**src/rtl/imu_tlm_pkg.sv**
```systemverilog
// Shared definitions for the IMU UART telemetry block: FSM encodings, frame
// header bytes, frame lengths and the snapshot layout.
package imu_tlm_pkg;

    localparam logic [2:0] ST_IDLE = 3'd0;
    localparam logic [2:0] ST_LOAD = 3'd1;
    localparam logic [2:0] ST_SEND = 3'd2;
    localparam logic [2:0] ST_NEXT = 3'd3;
    localparam logic [2:0] ST_DONE = 3'd4;

    localparam logic [7:0] HDR0 = 8'h55;
    localparam logic [7:0] HDR1 = 8'hAA;

    localparam int FRAME_LEN_BASE = 14;
    localparam int FRAME_LEN_CSUM = 15;
    localparam int IDX_W          = 4;

    typedef struct packed {
        logic [15:0] acc_x;
        logic [15:0] acc_y;
        logic [15:0] acc_z;
        logic [15:0] gyro_x;
        logic [15:0] gyro_y;
        logic [15:0] gyro_z;
    } imu_snap_t;

    // Header and data bytes of the base frame; high byte of each axis goes first.
    function automatic logic [7:0] frame_byte(input imu_snap_t s, input logic [IDX_W-1:0] idx);
        logic [7:0] b;
        case (idx)
            4'd0:    b = HDR0;
            4'd1:    b = HDR1;
            4'd2:    b = s.acc_x[15:8];
            4'd3:    b = s.acc_x[7:0];
            4'd4:    b = s.acc_y[15:8];
            4'd5:    b = s.acc_y[7:0];
            4'd6:    b = s.acc_z[15:8];
            4'd7:    b = s.acc_z[7:0];
            4'd8:    b = s.gyro_x[15:8];
            4'd9:    b = s.gyro_x[7:0];
            4'd10:   b = s.gyro_y[15:8];
            4'd11:   b = s.gyro_y[7:0];
            4'd12:   b = s.gyro_z[15:8];
            4'd13:   b = s.gyro_z[7:0];
            default: b = 8'hFF;
        endcase
        return b;
    endfunction

endpackage

```
**src/rtl/uart_tx_byte.sv**
```systemverilog
// 8N1 byte transmitter: start pulse loads a 10-bit frame, each bit held BAUD_DIV
// cycles; done is high during the final cycle of the stop bit.
module uart_tx_byte #(
    parameter int BAUD_DIV = 434
) (
    input  logic       clk,
    input  logic       rst_n,
    input  logic       start,
    input  logic [7:0] data,
    output logic       tx,
    output logic       done
);
    localparam int TMR_W = $clog2(BAUD_DIV);

    logic [9:0]       shift_q, shift_d;
    logic [3:0]       bit_q, bit_d;
    logic [TMR_W-1:0] tmr_q, tmr_d;
    logic             active_q, active_d;

    always_comb begin
        shift_d  = shift_q;
        bit_d    = bit_q;
        tmr_d    = tmr_q;
        active_d = active_q;
        done     = active_q && (tmr_q == '0) && (bit_q == '0);
        if (start) begin
            shift_d  = {1'b1, data, 1'b0};
            bit_d    = 4'd9;
            tmr_d    = TMR_W'(BAUD_DIV - 1);
            active_d = 1'b1;
        end else if (active_q) begin
            if (tmr_q == '0) begin
                if (bit_q == '0) begin
                    active_d = 1'b0;
                end else begin
                    // Fill with ones so the line idles high once the stop bit is out.
                    shift_d = {1'b1, shift_q[9:1]};
                    bit_d   = bit_q - 4'd1;
                    tmr_d   = TMR_W'(BAUD_DIV - 1);
                end
            end else begin
                tmr_d = tmr_q - 1'b1;
            end
        end
    end

    always_ff @(posedge clk or negedge rst_n) begin
        if (!rst_n) begin
            shift_q  <= '1;
            bit_q    <= '0;
            tmr_q    <= '0;
            active_q <= 1'b0;
        end else begin
            shift_q  <= shift_d;
            bit_q    <= bit_d;
            tmr_q    <= tmr_d;
            active_q <= active_d;
        end
    end

    assign tx = shift_q[0];

endmodule

```
**src/rtl/imu_uart_telemetry.sv**
```systemverilog
// Periodic snapshot of the six IMU axis words, sent as a framed 8N1 UART stream.
// IMU_TLM_CHECKSUM_EN appends a modulo-256 sum of the 12 data bytes.
//   state | meaning
//   IDLE  | waiting for a frame tick; snapshot captured on the tick
//   LOAD  | hand frame byte[idx] to the transmitter
//   SEND  | byte on the wire
//   NEXT  | advance idx or finish
//   DONE  | frame_done pulse, back to IDLE
module imu_uart_telemetry
    import imu_tlm_pkg::*;
#(
    parameter int CLK_HZ       = 50000000,
    parameter int BAUD         = 115200,
    parameter int FRAME_PERIOD = 500000
) (
    input  logic        clk,
    input  logic        rst_n,
    input  logic        enable,
    input  logic [15:0] acc_x,
    input  logic [15:0] acc_y,
    input  logic [15:0] acc_z,
    input  logic [15:0] gyro_x,
    input  logic [15:0] gyro_y,
    input  logic [15:0] gyro_z,
    output logic        tx,
    output logic        busy,
    output logic        frame_done,
    output logic        overrun
);
    localparam int BAUD_DIV_RAW = CLK_HZ / BAUD;
    localparam int BAUD_DIV     = (BAUD_DIV_RAW < 2) ? 2 : BAUD_DIV_RAW;
    localparam int CNT_W        = (FRAME_PERIOD > 2) ? $clog2(FRAME_PERIOD) : 1;
`ifdef IMU_TLM_CHECKSUM_EN
    localparam int FRAME_LEN    = FRAME_LEN_CSUM;
`else
    localparam int FRAME_LEN    = FRAME_LEN_BASE;
`endif
    localparam logic [IDX_W-1:0] LAST_IDX = IDX_W'(FRAME_LEN - 1);

    logic [CNT_W-1:0] cnt_q, cnt_d;
    logic [2:0]       state_q, state_d;
    logic [IDX_W-1:0] idx_q, idx_d;
    imu_snap_t        snap_q, snap_d;
    logic             busy_q, busy_d;
    logic             frame_done_q, frame_done_d;
    logic             overrun_q, overrun_d;
    logic             tick;
    logic             tx_start;
    logic             tx_done;
    logic [7:0]       byte_sel;

    assign tick = enable && (cnt_q == CNT_W'(FRAME_PERIOD - 1));

    always_comb begin
        cnt_d = '0;
        if (enable && !tick) cnt_d = cnt_q + 1'b1;
    end

`ifdef IMU_TLM_CHECKSUM_EN
    logic [7:0] sum_q, sum_d;

    always_comb begin
        byte_sel = (idx_q == LAST_IDX) ? sum_q : frame_byte(snap_q, idx_q);
        sum_d    = sum_q;
        if (state_q == ST_IDLE && tick) begin
            sum_d = '0;
        end else if (state_q == ST_LOAD && idx_q >= IDX_W'(2) && idx_q <= IDX_W'(FRAME_LEN_BASE - 1)) begin
            sum_d = sum_q + byte_sel;
        end
    end

    always_ff @(posedge clk or negedge rst_n) begin
        if (!rst_n) sum_q <= '0;
        else        sum_q <= sum_d;
    end
`else
    assign byte_sel = frame_byte(snap_q, idx_q);
`endif

    always_comb begin
        state_d      = state_q;
        idx_d        = idx_q;
        snap_d       = snap_q;
        busy_d       = busy_q;
        frame_done_d = 1'b0;
        overrun_d    = overrun_q;
        tx_start     = 1'b0;
        // Ticks outside IDLE are dropped; only those seen while busy are flagged.
        if (tick && busy_q) overrun_d = 1'b1;
        case (state_q)
            ST_IDLE: begin
                if (tick) begin
                    snap_d  = '{acc_x, acc_y, acc_z, gyro_x, gyro_y, gyro_z};
                    busy_d  = 1'b1;
                    idx_d   = '0;
                    state_d = ST_LOAD;
                end
            end
            ST_LOAD: begin
                tx_start = 1'b1;
                state_d  = ST_SEND;
            end
            ST_SEND: begin
                if (tx_done) state_d = ST_NEXT;
            end
            ST_NEXT: begin
                if (idx_q == LAST_IDX) begin
                    busy_d       = 1'b0;
                    frame_done_d = 1'b1;
                    state_d      = ST_DONE;
                end else begin
                    idx_d   = idx_q + 1'b1;
                    state_d = ST_LOAD;
                end
            end
            ST_DONE: state_d = ST_IDLE;
            default: state_d = ST_IDLE;
        endcase
    end

    always_ff @(posedge clk or negedge rst_n) begin
        if (!rst_n) begin
            cnt_q        <= '0;
            state_q      <= ST_IDLE;
            idx_q        <= '0;
            snap_q       <= '0;
            busy_q       <= 1'b0;
            frame_done_q <= 1'b0;
            overrun_q    <= 1'b0;
        end else begin
            cnt_q        <= cnt_d;
            state_q      <= state_d;
            idx_q        <= idx_d;
            snap_q       <= snap_d;
            busy_q       <= busy_d;
            frame_done_q <= frame_done_d;
            overrun_q    <= overrun_d;
        end
    end

    uart_tx_byte #(
        .BAUD_DIV(BAUD_DIV)
    ) u_uart (
        .clk   (clk),
        .rst_n (rst_n),
        .start (tx_start),
        .data  (byte_sel),
        .tx    (tx),
        .done  (tx_done)
    );

    assign busy       = busy_q;
    assign frame_done = frame_done_q;
    assign overrun    = overrun_q;

endmodule

```
**config.mk**
```make
export PLATFORM = sky130hd
export DESIGN_NAME = imu_uart_telemetry
export DESIGN_NICKNAME = d
export VERILOG_FILES = /design/src/rtl/imu_tlm_pkg.sv /design/src/rtl/uart_tx_byte.sv /design/src/rtl/imu_uart_telemetry.sv
export SDC_FILE = /design/constraint.sdc
export NUM_CORES = 1
export LEC_CHECK = 0
export CAP_MARGIN = 20
export CELL_PAD_IN_SITES_DETAIL_PLACEMENT = 0
export CELL_PAD_IN_SITES_GLOBAL_PLACEMENT = 1
export CORE_ASPECT_RATIO = 0.6
export CORE_MARGIN = 2
export CORE_UTILIZATION = 47
export DETAILED_ROUTE_END_ITERATION = 12
export MAX_ROUTING_LAYER = met4
export PLACE_DENSITY_LB_ADDON = 0.1
export SLEW_MARGIN = 10
export SYNTH_ARGS = -nofsm -noshare
export SYNTH_HDL_FRONTEND = slang
export SYNTH_SLANG_ARGS = --single-unit
```
**constraint.sdc**
```tcl
create_clock -name clk -period 5.7 [get_ports clk]
set_input_delay 1.425 -clock clk [delete_from_list [all_inputs] [get_ports clk]]
set_output_delay 1.425 -clock clk [all_outputs]
set_load 0.05 [all_outputs]
```
==> impl_metrics.json <==
{
  "core-area_um2": 14460,
  "grt_pass1_vias": 5068,
  "multi_input_area_um2": 2964,
  "diodes": 0,
  "grtUsageTotal_pct": 23.70,
  "synth_async_sr_flop_share_pct": 100.0,
  "rsz0062_at_grt": "false",
  "hold_buffers": 0,
  "vias_per_cell": 5.550,
  "slew_headroom_pct": 33.08,
  "hold_depth": 2,
  "synth_fa_ha_area_share_pct": 1.260,
  "drv_cap": 0,
  "hp-class": "flop to flop",
  "vias": 4962,
  "synthesis.nets": 688,
  "avgSynthCellArea_um2": 11.94,
  "die_h_um": 98.19,
  "finalHoldViolCount": 0,
  "synthTopCellsByArea": "dfrtp_1, mux2_1, dfstp_2",
  "grt_pass1_wl_um": 27890,
  "whs_ps": 466.0,
  "post_cts_resized": 0,
  "fill_cells": 1187,
  "initial_core_util_pct": 48.04,
  "maxSlewViolCount": 0,
  "cts_root_buf": "clkbuf_16",
  "seqCellArea_um2": 3715,
  "drc_errors": 0,
  "die_area_um2": 15810,
  "io_buffers": 102,
  "ys_seq_area_share_pct": 53.46,
  "synth_edf_count": 0,
  "ant_nets": 0,
  "gr-total-overflow": 0,
  "max_freq_ghz": 0.2872,
  "synth_warnings": 0,
  "status": "finished, final reports clean",
  "worstReg2RegEnd": "snap_q[26]",
  "max_stage_delay_ps": 770,
  "synth_mux_area_share_pct": 17.77,
  "fp.dieW_um": 161.0,
  "slowest_stage": "nor4_4",
  "period_share_pct": 61.09,
  "ir_drop_mv": 0.2044,
  "hpwl_um": 11760,
  "clk_latency_ps": 430,
  "rows": 34,
  "critPathCaptureType": "flop",
  "path_cells": "clkdlybuf4s50_1 -> nand2b_1 -> nor4_4 -> buf_4 -> mux2_2",
  "syn_to_final_growth_pct": 25.03,
  "rr_startpoint": "cnt_q[11]",
  "antenna_found_initial": 0,
  "period_minus_slack_ps": 3482,
  "cts_buffers": 17,
  "max_slew.worst_pin.slew_ps": 996.3,
  "ys_ff_latch": 148,
  "synthesis.area_um2": 6949,
  "yosysUniqueCellTypes": 56,
  "rrSetupSlack_ps": 2240,
  "gp_congestion": 0.8615,
  "synth_area_leader_cell": "dfrtp_1",
  "post_cts_buffers": 0,
  "drive_gt1_share_pct": 10.92,
  "nets": 789,
  "hp-start": "u_uart.shift_q[0]",
  "required_ps": 6010,
  "r2r_cells": 5,
  "synth_xor_area_share_pct": 3.277,
  "cts_tree": "built",
  "synth_cells": 582,
  "synth_ff_type": "dfrtp_1",
  "setup-violations-final": 0,
  "wirelength_um": 17170,
  "htree_levels": 4,
  "power_density_nw_per_um2": 273.9,
  "clk_path_buf_depth": 2,
  "path_clk_slew_ps": 70,
  "setup_tns_ps": 0,
  "skew_ps": 12.58,
  "leakage_nw": 3.794,
  "clock_sinks": 148,
  "synth_top_family_by_area": "multiplexers",
  "crit_fanout": 18,
  "holdPathEnd": "u_uart.shift_q[0]",
  "cp-start-kind": "input pin",
  "synth-compound-area-share_pct": 9.201,
  "drt_first_pass_iters": 5,
  "arrival_ps": 3790,
  "synth_top_cell_area_share_pct": 50.05,
  "critical_path_class": "input pin to flop",
  "grt_max_degree": 115,
  "yosys.area_share.simple_pct": 11.06,
  "wl_per_cell_um": 19.21,
  "drt_iter0_markers": 487,
  "io_pins": 103
}
-- critical path, delay by kind of cell --
family,cells,cell delay [ps]
muxes,1,370
and+or+nand+nor,2,910
buffers and inverters,2,1080
-- state kept, by name (all words and copies together) (netlist names) --
name and count:
snap_q 96, cnt_q 19, u_uart.shift_q 9, u_uart.tmr_q 9, idx_q 4, u_uart.bit_q 4, state_q 3, busy 1
frame_done 1, overrun 1, u_uart.active_q 1
-- layout by cell type, fill, tap and decap left out, types with 4 or more instances in the layout --
| cell | count |
|---|---|
| a21o_1 | 4 |
| a21oi_1 | 21 |
| a221oi_1 | 4 |
| a222oi_1 | 5 |
| a22oi_1 | 17 |
| and3_1 | 4 |
| buf_4 | 11 |
| clkbuf_16 | 17 |
| clkdlybuf4s50_1 | 101 |
| dfrtp_1 | 139 |
| dfstp_2 | 9 |
| ha_1 | 7 |
| inv_1 | 11 |
| inv_6 | 5 |
| inv_8 | 5 |
| mux2_1 | 85 |
| mux2_2 | 14 |
| mux2i_1 | 12 |
| nand2_1 | 41 |
| nand2b_1 | 8 |
| nand3_1 | 13 |
| nand4_1 | 9 |
| nor2_1 | 39 |
| nor3_1 | 9 |
| nor4_1 | 5 |
| o21ai_0 | 11 |
| o22ai_1 | 8 |
| xnor2_1 | 13 |
| xor2_1 | 13 |
-- how the worst max path moves through the flow --
stage	from	endpoint	slack [ps]	depth (start not counted)
global route	enable	snap_q[26]	2010	5
detailed placement	enable	snap_q[26]	1760	5
finish	enable	snap_q[26]	2220	5
global placement	enable	snap_q[26]	1840	5
CTS	enable	snap_q[26]	2200	5
floorplan	enable	snap_q[11]	2990	6
-- cell families (layout without fill, tap and decap cells) --
kind of cell,after synthesis,count (layout)
simple gates,152,152
flops,148,148
mux,111,111
compound gates,93,93
buf+inv,45,159
xor+xnor,26,26
fa+ha+maj,7,7
-- synthesized netlist by cell type, types with 9 or more instances --
cell type	number
a21oi_1	21
a22oi_1	17
clkbuf_1	20
dfrtp_1	139
dfstp_2	9
inv_1	11
mux2_1	85
mux2_2	14
mux2i_1	12
nand2_1	41
nand3_1	13
nand4_1	9
nor2_1	39
nor3_1	9
o21ai_0	11
xnor2_1	13
xor2_1	13
-- layout make-up --
class	instances	share of cell area, %
inverters	11	0.4752
multi-input cells	389	34.12
well taps	198	2.851
clock inverters	14	1.541
clock buffers	18	4.940
flip-flops and latches	148	42.76
repair buffers	116	13.32
-- where the power goes --
part | total, mW | internal, mW | switching (mW)
Clock | 1.08 | 0.580 | 0.504
Combinational | 0.173 | 0.100 | 0.0733
Sequential | 1.12 | 1.10 | 0.0251
-- through the flow --
stage	setup WS (ps)	cells	total power [mW]	area, um^2	util [%]
2_1_floorplan	2987	582	1.193	6949	-
3_3_place_gp	1838	860	1.305	8093	55.95
3_5_place_dp	1764	860	1.313	8093	55.95
4_1_cts	2199	892	2.393	8656	59.84
5_1_grt	2008	894	2.469	8688	60.07
6_report	2218	894	2.380	8688	60.07
-- layer usage --
layer  GRT usage, %  up-vias  wire, um
li1               -     2316         -
met1          36.18     2479      8737
met2          31.46      155      7135
met3          5.565       12      1152
met4          5.975        0       147
met5              -        -         0
Power figures use the tool's default switching activity.
